File: src/rtl/rr_arb_pkg.sv
// Shared constants, state encoding and round-robin helpers for rr_arbiter_8.
package rr_arb_pkg;

    localparam int unsigned N_REQ = 8;
    localparam int unsigned IDX_W = 3;

    localparam logic ST_IDLE  = 1'b0;
    localparam logic ST_GRANT = 1'b1;

    function automatic logic [IDX_W-1:0] rr_next(input logic [IDX_W-1:0] idx);
        return idx + IDX_W'(1);
    endfunction

    // First set bit of req scanning ptr, ptr+1, ... with modulo-8 wrap.
    function automatic logic [IDX_W-1:0] rr_pick(input logic [N_REQ-1:0] req,
                                                 input logic [IDX_W-1:0] ptr);
        logic [IDX_W-1:0] idx;
        logic [IDX_W-1:0] cand;
        logic             found;
        idx   = ptr;
        found = 1'b0;
        for (int i = 0; i < N_REQ; i++) begin
            cand = ptr + IDX_W'(i);
            if (!found && req[cand]) begin
                idx   = cand;
                found = 1'b1;
            end
        end
        return idx;
    endfunction

endpackage

File: src/rtl/rr_arbiter_8_if.sv
// Request/grant bundle between requesters (master) and rr_arbiter_8 (slave).
// The lock signal exists only when RR_ARB_LOCK_EN is defined.
interface rr_arbiter_8_if;
    import rr_arb_pkg::*;

    logic [N_REQ-1:0] req;
    logic [N_REQ-1:0] done;
    logic [N_REQ-1:0] gnt;
    logic [IDX_W-1:0] gnt_idx;
    logic             gnt_valid;
`ifdef RR_ARB_LOCK_EN
    logic             lock;

    modport master (output req, done, lock, input gnt, gnt_idx, gnt_valid);
    modport slave  (input req, done, lock, output gnt, gnt_idx, gnt_valid);
`else
    modport master (output req, done, input gnt, gnt_idx, gnt_valid);
    modport slave  (input req, done, output gnt, gnt_idx, gnt_valid);
`endif

endinterface

File: src/rtl/onehot_dec_3_8.sv
// Enabled 3-to-8 one-hot decoder; all zeros when disabled.
module onehot_dec_3_8 (
    input  logic [2:0] idx,
    input  logic       en,
    output logic [7:0] y
);

    always_comb begin
        y = '0;
        if (en) y[idx] = 1'b1;
    end

endmodule

File: src/rtl/rr_arbiter_8.sv
// 8-way round-robin arbiter with grant hold and optional hold timeout.
// Define RR_ARB_LOCK_EN to add a lock input that suppresses the timeout.
module rr_arbiter_8
    import rr_arb_pkg::*;
#(
    parameter int unsigned MAX_HOLD = 16
) (
    input logic         clk,
    input logic         rst,
    rr_arbiter_8_if.slave bus
);

    localparam int unsigned    HOLD_W     = $clog2(MAX_HOLD) + 1;
    localparam int unsigned    HOLD_LIM   = (MAX_HOLD == 0) ? 0 : MAX_HOLD - 1;
    localparam logic [HOLD_W-1:0] HOLD_LIM_C = HOLD_W'(HOLD_LIM);

    logic              state_q, state_d;
    logic [IDX_W-1:0]  owner_q, owner_d;
    logic [IDX_W-1:0]  ptr_q, ptr_d;
    logic [HOLD_W-1:0] cnt_q, cnt_d;
    logic              lock_hold;
    logic              timeout;
    logic              release_own;

`ifdef RR_ARB_LOCK_EN
    assign lock_hold = bus.lock;
`else
    assign lock_hold = 1'b0;
`endif

    // >= rather than == so a lock held past the limit releases as soon as it drops.
    assign timeout     = (MAX_HOLD != 0) && (cnt_q >= HOLD_LIM_C) && !lock_hold;
    assign release_own = bus.done[owner_q] || !bus.req[owner_q] || timeout;

    always_comb begin
        state_d = state_q;
        owner_d = owner_q;
        ptr_d   = ptr_q;
        cnt_d   = cnt_q;
        case (state_q)
            ST_IDLE: begin
                if (|bus.req) begin
                    owner_d = rr_pick(bus.req, ptr_q);
                    cnt_d   = '0;
                    state_d = ST_GRANT;
                end
            end
            ST_GRANT: begin
                if (cnt_q != '1) cnt_d = cnt_q + HOLD_W'(1);
                if (release_own) begin
                    state_d = ST_IDLE;
                    ptr_d   = rr_next(owner_q);
                end
            end
            default: state_d = ST_IDLE;
        endcase
    end

    always_ff @(posedge clk) begin
        if (rst) begin
            state_q <= ST_IDLE;
            owner_q <= '0;
            ptr_q   <= '0;
            cnt_q   <= '0;
        end else begin
            state_q <= state_d;
            owner_q <= owner_d;
            ptr_q   <= ptr_d;
            cnt_q   <= cnt_d;
        end
    end

    assign bus.gnt_idx   = owner_q;
    assign bus.gnt_valid = (state_q == ST_GRANT);

    onehot_dec_3_8 u_dec (
        .idx (bus.gnt_idx),
        .en  (bus.gnt_valid),
        .y   (bus.gnt)
    );

endmodule

File: src/flat_wrapper.sv
// flat-port wrapper written by rule: the top's interface ports become plain ports
module rr_arbiter_8_flat import rr_arb_pkg::*;
#(
    parameter int unsigned MAX_HOLD = 16
)
  (clk, rst, bus_req, bus_done, bus_gnt, bus_gnt_idx, bus_gnt_valid);
  rr_arbiter_8_if bus_i ();
  input logic clk;
  input logic rst;
  input wire logic [$bits(bus_i.req)-1:0] bus_req;
  input wire logic [$bits(bus_i.done)-1:0] bus_done;
  output wire logic [$bits(bus_i.gnt)-1:0] bus_gnt;
  output wire logic [$bits(bus_i.gnt_idx)-1:0] bus_gnt_idx;
  output wire logic [$bits(bus_i.gnt_valid)-1:0] bus_gnt_valid;
  assign bus_i.req = bus_req;
  assign bus_i.done = bus_done;
  assign bus_gnt = bus_i.gnt;
  assign bus_gnt_idx = bus_i.gnt_idx;
  assign bus_gnt_valid = bus_i.gnt_valid;
  rr_arbiter_8 #(.MAX_HOLD(MAX_HOLD)) u_core (.clk(clk), .rst(rst), .bus(bus_i));
endmodule
File: config.mk
export PLATFORM = sky130hd
export DESIGN_NAME = rr_arbiter_8_flat
export DESIGN_NICKNAME = d
export VERILOG_FILES = /design/src/rtl/rr_arb_pkg.sv /design/src/rtl/rr_arbiter_8_if.sv /design/src/rtl/onehot_dec_3_8.sv /design/src/rtl/rr_arbiter_8.sv /design/src/flat_wrapper.sv
export SDC_FILE = /design/constraint.sdc
export NUM_CORES = 1
export LEC_CHECK = 0
export ABC_AREA = 1
export CELL_PAD_IN_SITES_DETAIL_PLACEMENT = 1
export CELL_PAD_IN_SITES_GLOBAL_PLACEMENT = 1
export CORE_ASPECT_RATIO = 1.2
export CORE_MARGIN = 5
export CORE_UTILIZATION = 34
export DETAILED_ROUTE_END_ITERATION = 7
export HOLD_SLACK_MARGIN = 0.1
export PLACE_DENSITY = 0.78
export SYNTH_ARGS = -nofsm -noshare
export SYNTH_HDL_FRONTEND = slang
export SYNTH_SLANG_ARGS = --single-unit
File: constraint.sdc
create_clock -name clk -period 3.18 [get_ports clk]
set_input_delay 0.636 -clock clk [delete_from_list [all_inputs] [get_ports clk]]
set_output_delay 0.636 -clock clk [all_outputs]
set_load 0.03 [all_outputs]
-- After elaboration in Yosys (flattened, before gate mapping)
Cells that the tools add are included.
- flip-flop bits (word level): 12
- input bits: 18
- output and inout port bits: 12
- word-level logic and storage cells: 107
- add/subtract/negate cells: 9
- order comparisons: 11
- equal/unequal tests: 3
- multiplexer cells: 57
- bitwise logic cells: 1
- reductions and logical operators: 22
- operators with widths (kind ; number):
    3-bit by 4-bit < comparator with 1-bit output, second input constant ; 9
    1-bit 2-to-1 mux ; 34
    1-bit binary-select mux with 3-bit select ; 10
    3-bit 2-to-1 mux ; 7
    3-bit adder, second input constant ; 4
    5-bit 2-to-1 mux ; 2
    5-bit case mux with 2 select lines ; 1
    1-bit logical AND ; 8
    1-bit zero test ; 8
    8-bit 2-to-1 mux ; 1
    8-bit OR reduction ; 1
    3-bit by 1-bit adder with 3-bit output, second input constant ; 2
    3-bit by 2-bit adder with 3-bit output, second input constant ; 2
    2-bit AND reduction ; 3
    5-bit by 1-bit adder with 5-bit output, second input constant ; 1
    5-bit by 4-bit greater-or-equal comparator with 1-bit output, second input constant ; 1
    5-bit != test, second input constant ; 1
    1-bit demux with 3-bit select ; 1
    3-bit by 1-bit greater-or-equal comparator with 1-bit output, second input constant ; 1
    1-bit logical OR ; 2
    2-bit by 1-bit != test with 1-bit output, second input constant ; 1
    2-bit != test, second input constant ; 1
    1-bit case mux with 2 select lines ; 1
    1-bit NOT ; 1

-- Longest topological paths before layout
- depth in word-level cells: 38
- mapped depth: 20
- mapped depth without buffers: 19

-- Cells and area by module
A second synthesis with hierarchy kept.
- cells, all modules: 238
- area total of the unflattened synthesis: 1436.4 um^2
- modules (own cells, without submodules) (module ; times used ; cells an instance ; area an instance (um^2)):
    rr_arbiter_8 ; 1 ; 221 ; 1372.6
    onehot_dec_3_8 ; 1 ; 17 ; 63.8

-- Least setup slack after synthesis
OpenSTA, ideal clock, no wires.
- path type: reg2reg
- start point: register u_core.ptr_q[1]
- end point: register u_core.owner_q[2], in the netlist u_core.bus.gnt_idx[2]
- setup time: 0.127 ns
- arrival: 2.206 ns
- data required time: 3.053 ns
- slack: 0.847 ns
- stages on the path, launching flop included: 18
- clock period less this slack: 2.333 ns
- cell sequence: dfxtp_1 -> buf_2 -> inv_2 -> ha_1 -> inv_1 -> nand3_1 -> nand2_1 -> nand2_1 -> nand2_1 -> inv_2 -> nor3_4 -> nand3_1 -> o21ai_0 -> inv_1 -> nand2_1 -> nand2_1 -> nand2_1 -> a21oi_2
- cells in the longest elaborated chain, start to end: 38
- RTL lines (element ; RTL line ; source):
    from (decl) ; rr_arbiter_8.sv:19 ; logic [IDX_W-1:0] ptr_q, ptr_d;
    from (signal assigned) ; rr_arbiter_8.sv:68 ; ptr_q <= ptr_d;
    1-bit binary-select mux with 3-bit select ; rr_arb_pkg.sv:24 ; if (!found && req[cand]) begin
    1-bit 2-to-1 mux (implied by the code) ; rr_arb_pkg.sv:24 ;
    1-bit 2-to-1 mux ; rr_arb_pkg.sv:24 ;
    1-bit 2-to-1 mux ; rr_arbiter_8.sv:42 ; if (|bus.req) begin
    1-bit 2-to-1 mux ; rr_arbiter_8.sv:40 ; case (state_q)
    1-bit zero test ; rr_arb_pkg.sv:24 ;
    1-bit logical AND ; rr_arb_pkg.sv:24 ;
    1-bit 2-to-1 mux ; rr_arb_pkg.sv:24 ;
    [... 22 more ...] ; - ;
    1-bit zero test ; rr_arb_pkg.sv:24 ;
    1-bit logical AND ; rr_arb_pkg.sv:24 ;
    1-bit 2-to-1 mux ; rr_arb_pkg.sv:24 ;
    1-bit 2-to-1 mux ; rr_arbiter_8.sv:42 ;
    1-bit 2-to-1 mux ; rr_arbiter_8.sv:40 ;
    1-bit zero test ; rr_arb_pkg.sv:24 ;
    1-bit logical AND ; rr_arb_pkg.sv:24 ;
    3-bit 2-to-1 mux * ; rr_arb_pkg.sv:24 ;
    to (signal assigned) ; rr_arbiter_8.sv:67 ; owner_q <= owner_d;
    to (decl) ; rr_arbiter_8.sv:18 ; logic [IDX_W-1:0] owner_q, owner_d;
Every way passes the cells marked *; elsewhere a longest branch is shown, timed or not. The select of a mux whose other input is x is not followed.
A chain may end at the register's enable or synchronous reset.

-- Worst setup path in the final report
- start point: register u_core.ptr_q[0]
- end point: register u_core.owner_q[0], in the netlist u_core.bus.gnt_idx[0]
The elaborated chain is that of the path after synthesis.

==> results.md <==
- The routed length per instance is ~13 µm.
- The clock network latency to the later pin of the worst-skew pair is between 200 and 250 ps.
- TritonCTS built the clock tree.
- The library cell used most frequently in the layout, excluding fill and tap cells, is nand2_1.
- The total half-perimeter wirelength after legalization and detailed placement is between 3000 and 4000 µm.
- The area used by multi-input combinational logic is about 1000 µm².
- The min-delay analysis places its worst path in the category register to register.
- The die covers between 5000 and 6000 µm².
- The violation count after the first detailed-routing iteration is 48.
- The number of global-route vias before repair is 1,717.
- The total via count after detailed routing is roughly 1,700.
- Using the TritonRoute via totals, the vias-per-cell ratio works out to slightly above 5.
- Measured against its own limit, the worst slew margin works out to 0.679.
- The source of the worst register-to-register timing path is u_core.ptr_q[0].
- The fraction of the yosys area taken by sequential cells is 0.169.
- After clock tree synthesis, the repair step resized 0 gates.
- Timing analysis after detailed placement gives a worst setup slack of ~360 ps.
- For this design the ratio of total power to cell area is a little over 900 nW/µm².
- The hold buffer count at cts is 0.
- 0 antenna diodes ended up in the layout.
- The peak fanout along the critical path is 12.
- The cell at the root of the clock tree is clkbuf_8.
- The number of hold violations in the final report was 0.
- The global-route wire length before repair is a little under 8000 µm.
- The number of pins with negative max-slew slack in the final report is 0.
- The worst hold path terminates at u_core.cnt_q[1].
- In the final layout, the share of cells above drive strength 1 is 0.0679.
- CTS built an H-tree with a depth of 1.
- The final net count is between 300 and 400.
- The cell area after synthesis is ~1400 µm².
- For the pin with the worst max-slew slack, the measured transition is ~480 ps.
- The final RePlAce weighted congestion is between 0.7 and 0.8.
- The synthesis-to-finish area growth is 28.6%.
- CTS saw 12 sinks.
- In the layout the commonest cells are nand2_1, nand3_1, nor2_1.
- In this run the standard cell core region covers approximately 4000 µm².
- The endpoint of the most critical register-to-register path is u_core.bus.gnt_idx[0].
- The minimum clock period after layout is about 2700 ps.
- Dividing the synthesized area by the synthesized cell count gives ~5.7 µm².
- The share of the cycle needed by the critical path after routing is 0.852.
- Setup repair after global routing left no endpoint under its margin.
- The total overflow reported by the global router is 0.
- The endpoint required time on the critical path is between 3000 and 4000 ps.
- The standby leakage power is roughly 0.81 nW.
- The number of CTS-inserted buffers is 3.
- During synthesis, Yosys emitted a total of 0 warnings.
- The maximum number of pins on one net before global-route repair is 13.
- From left edge to right edge, the die measures 68.9 µm.
- The initial cell density of the core is 0.354.
- The final layout contains routed wiring with a total length of between 4000 and 5000 µm.
- Counting cells, the worst reg-to-reg path comes to 18.
- Synthesis instantiated 34 different standard cells from the library.
- Derived from the worst setup path, the maximum achievable clock frequency is 369 MHz.
- The critical path is of the register to register type.
- The number of nets produced by synthesis is between 200 and 300.
- The initial antenna violation count is 0.
- Setup violations remaining at the end of the flow were counted as 0.
- The worst setup path is captured at a register.
- The remaining number of nets flagged by the antenna check after routing is 0.
- The flow ran to the end, and the final reports show no timing, DRC or antenna violations.
- The placement row count is 25.
- For this run, design rule violations remaining after detail routing come to 0.
- Setup slack on the worst reg-to-reg path comes out at 470 ps.
- The setup slack after layout is ~470 ps.
- IR analysis of the VDD net gives a maximum drop of between 300 and 400 µV.
- The count of buffers added on input and output ports is 29.
- The first detailed-routing pass ran for 4 iterations.
- The sequential cells in the finished layout cover a total of 240 µm².
- The overall die height is slightly above 80 µm.
- The hold path startpoint is u_core.cnt_q[1].
- Synthesis handed over a netlist of 249 instances.
- The reported max-cap violation count is 0.
- In the global route stage, overall resource usage came out at 0.180.
- The final instance count without filler cells is around 330.
- Once the clock tree was built, the setup fixing pass inserted 0 buffers.
- The clock input transition at the sequential cells of the worst setup and hold paths is 50 ps.
- The count of boundary I/O pins is 30.
- The number of cells traversed by the worst hold path is 2.
- In the final timing run, aggregate negative setup slack is 0 ps.
- Synthesis inferred 12 register bits.
- The layout has around 600 filler cells.
- The number of placed instances, taps included, is between 300 and 400.
- The worst setup path is launched from a register.
- The clock skew after layout is 1.46 ps.
- The arrival time at the worst endpoint is around 2900 ps.
- The maximum root-to-sink buffer count is 2.
==> routing by layer <==
| layer | share of wire | GRT usage | up-vias |
|---|---|---|---|
| li1 | - | - | 891 |
| met1 | 0.46 | 0.219 | 775 |
| met2 | 0.50 | 0.324 | 24 |
| met3 | 0.022 | 0.0180 | 9 |
| met4 | 0.019 | 0.0546 | 0 |
| met5 | 0 | 0 | - |
==> how the worst max path moves through the flow <==
stage,startpoint,to,slack (ps),depth (start not counted)
floorplan,u_core.ptr_q[1],u_core.bus.gnt_idx[2],850,17
global placement,bus_req[5],u_core.bus.gnt_idx[0],420,17
detailed placement,bus_req[5],u_core.bus.gnt_idx[0],360,17
CTS,u_core.ptr_q[0],u_core.bus.gnt_idx[0],480,18
global route,u_core.ptr_q[0],u_core.bus.gnt_idx[0],170,18
finish,u_core.ptr_q[0],u_core.bus.gnt_idx[0],470,18
==> registers in the layout, summed over array words and instances, names as in the netlist <==
name and cells:
u_core.cnt_q 5, u_core.ptr_q 3, u_core.bus.gnt_idx 3, u_core.bus.gnt_valid 1
==> report_power, final <==
part	total [mW]	internal, mW	switching, mW
Sequential	0.254	0.186	0.0683
Clock	0.165	0.109	0.0560
Combinational	1.24	0.422	0.822
Total	1.66	0.717	0.947
==> cell usage after synthesis <==
master | instances | area share
nand3_2 | 1 | 0.0071
buf_4 | 1 | 0.0053
a21oi_1 | 8 | 0.028
a221oi_1 | 1 | 0.0062
nand2_2 | 3 | 0.013
a31oi_1 | 1 | 0.0044
inv_1 | 23 | 0.061
nor3_4 | 1 | 0.011
nor2_1 | 35 | 0.093
inv_2 | 3 | 0.0079
dfxtp_1 | 12 | 0.17
nor2_4 | 1 | 0.0079
a21oi_2 | 1 | 0.0062
o2111ai_1 | 1 | 0.0062
and2_1 | 1 | 0.0044
o21ai_0 | 18 | 0.064
nand3_1 | 37 | 0.13
nor3_1 | 1 | 0.0035
o21bai_1 | 1 | 0.0053
nand2_1 | 67 | 0.18
ha_1 | 6 | 0.053
buf_6 | 1 | 0.0079
buf_2 | 3 | 0.011
clkbuf_1 | 1 | 0.0026
nand4_1 | 6 | 0.026
nor4_1 | 3 | 0.013
xor2_1 | 4 | 0.025
o32ai_1 | 1 | 0.0062
xnor2_1 | 2 | 0.012
o22ai_1 | 1 | 0.0044
xnor2_2 | 1 | 0.011
nor2b_1 | 1 | 0.0044
o21a_1 | 1 | 0.0053
o211ai_1 | 1 | 0.0053
==> cell families (layout without fill, tap and decap cells) <==
kind of cell,count (synthesis),in the layout,share of synthesized area
XOR/XNOR,7,7,0.0485
adder cells (fa/ha/maj),6,6,0.0530
AO/OA/AOI/OAI,35,35,0.141
flip-flops,12,12,0.169
buffers and inverters,32,63,0.0953
AND/OR/NAND/NOR,157,157,0.493
==> critical path: stages, from the launching register on <==
cell     delay [ps]
dfxtp_1         340
inv_2           110
ha_1            410
inv_1           240
nand3_1         160
nand2_1         110
nand2_1          50
nand2_1         110
nand2_2          80
nor2_1          240
nand2_1         170
nand2_1         100
o21ai_0          80
nand2_1          60
o21ai_0         100
nand2_1          70
nand3_1          60
nand2_1          80
inv_1            30
==> per-stage QoR <==
stage	util	power [mW]	area, µm²	hold slack (ps)
4_1_cts	0.455	1.68	1820	503
5_1_grt	0.455	1.87	1820	535
2_1_floorplan	-	1.16	1420	463
3_3_place_gp	0.442	1.49	1770	491
3_5_place_dp	0.442	1.51	1770	494
6_report	0.455	1.66	1820	499
==> final cells by class <==
type,instances,share of cell area
Tap cell,54,0.0371
Multi-Input combinational cell,205,0.572
Sequential cell,12,0.132
Clock buffer,4,0.0302
Inverter,26,0.0535
Timing Repair Buffer,33,0.176
(Power assumes the default switching activity.)
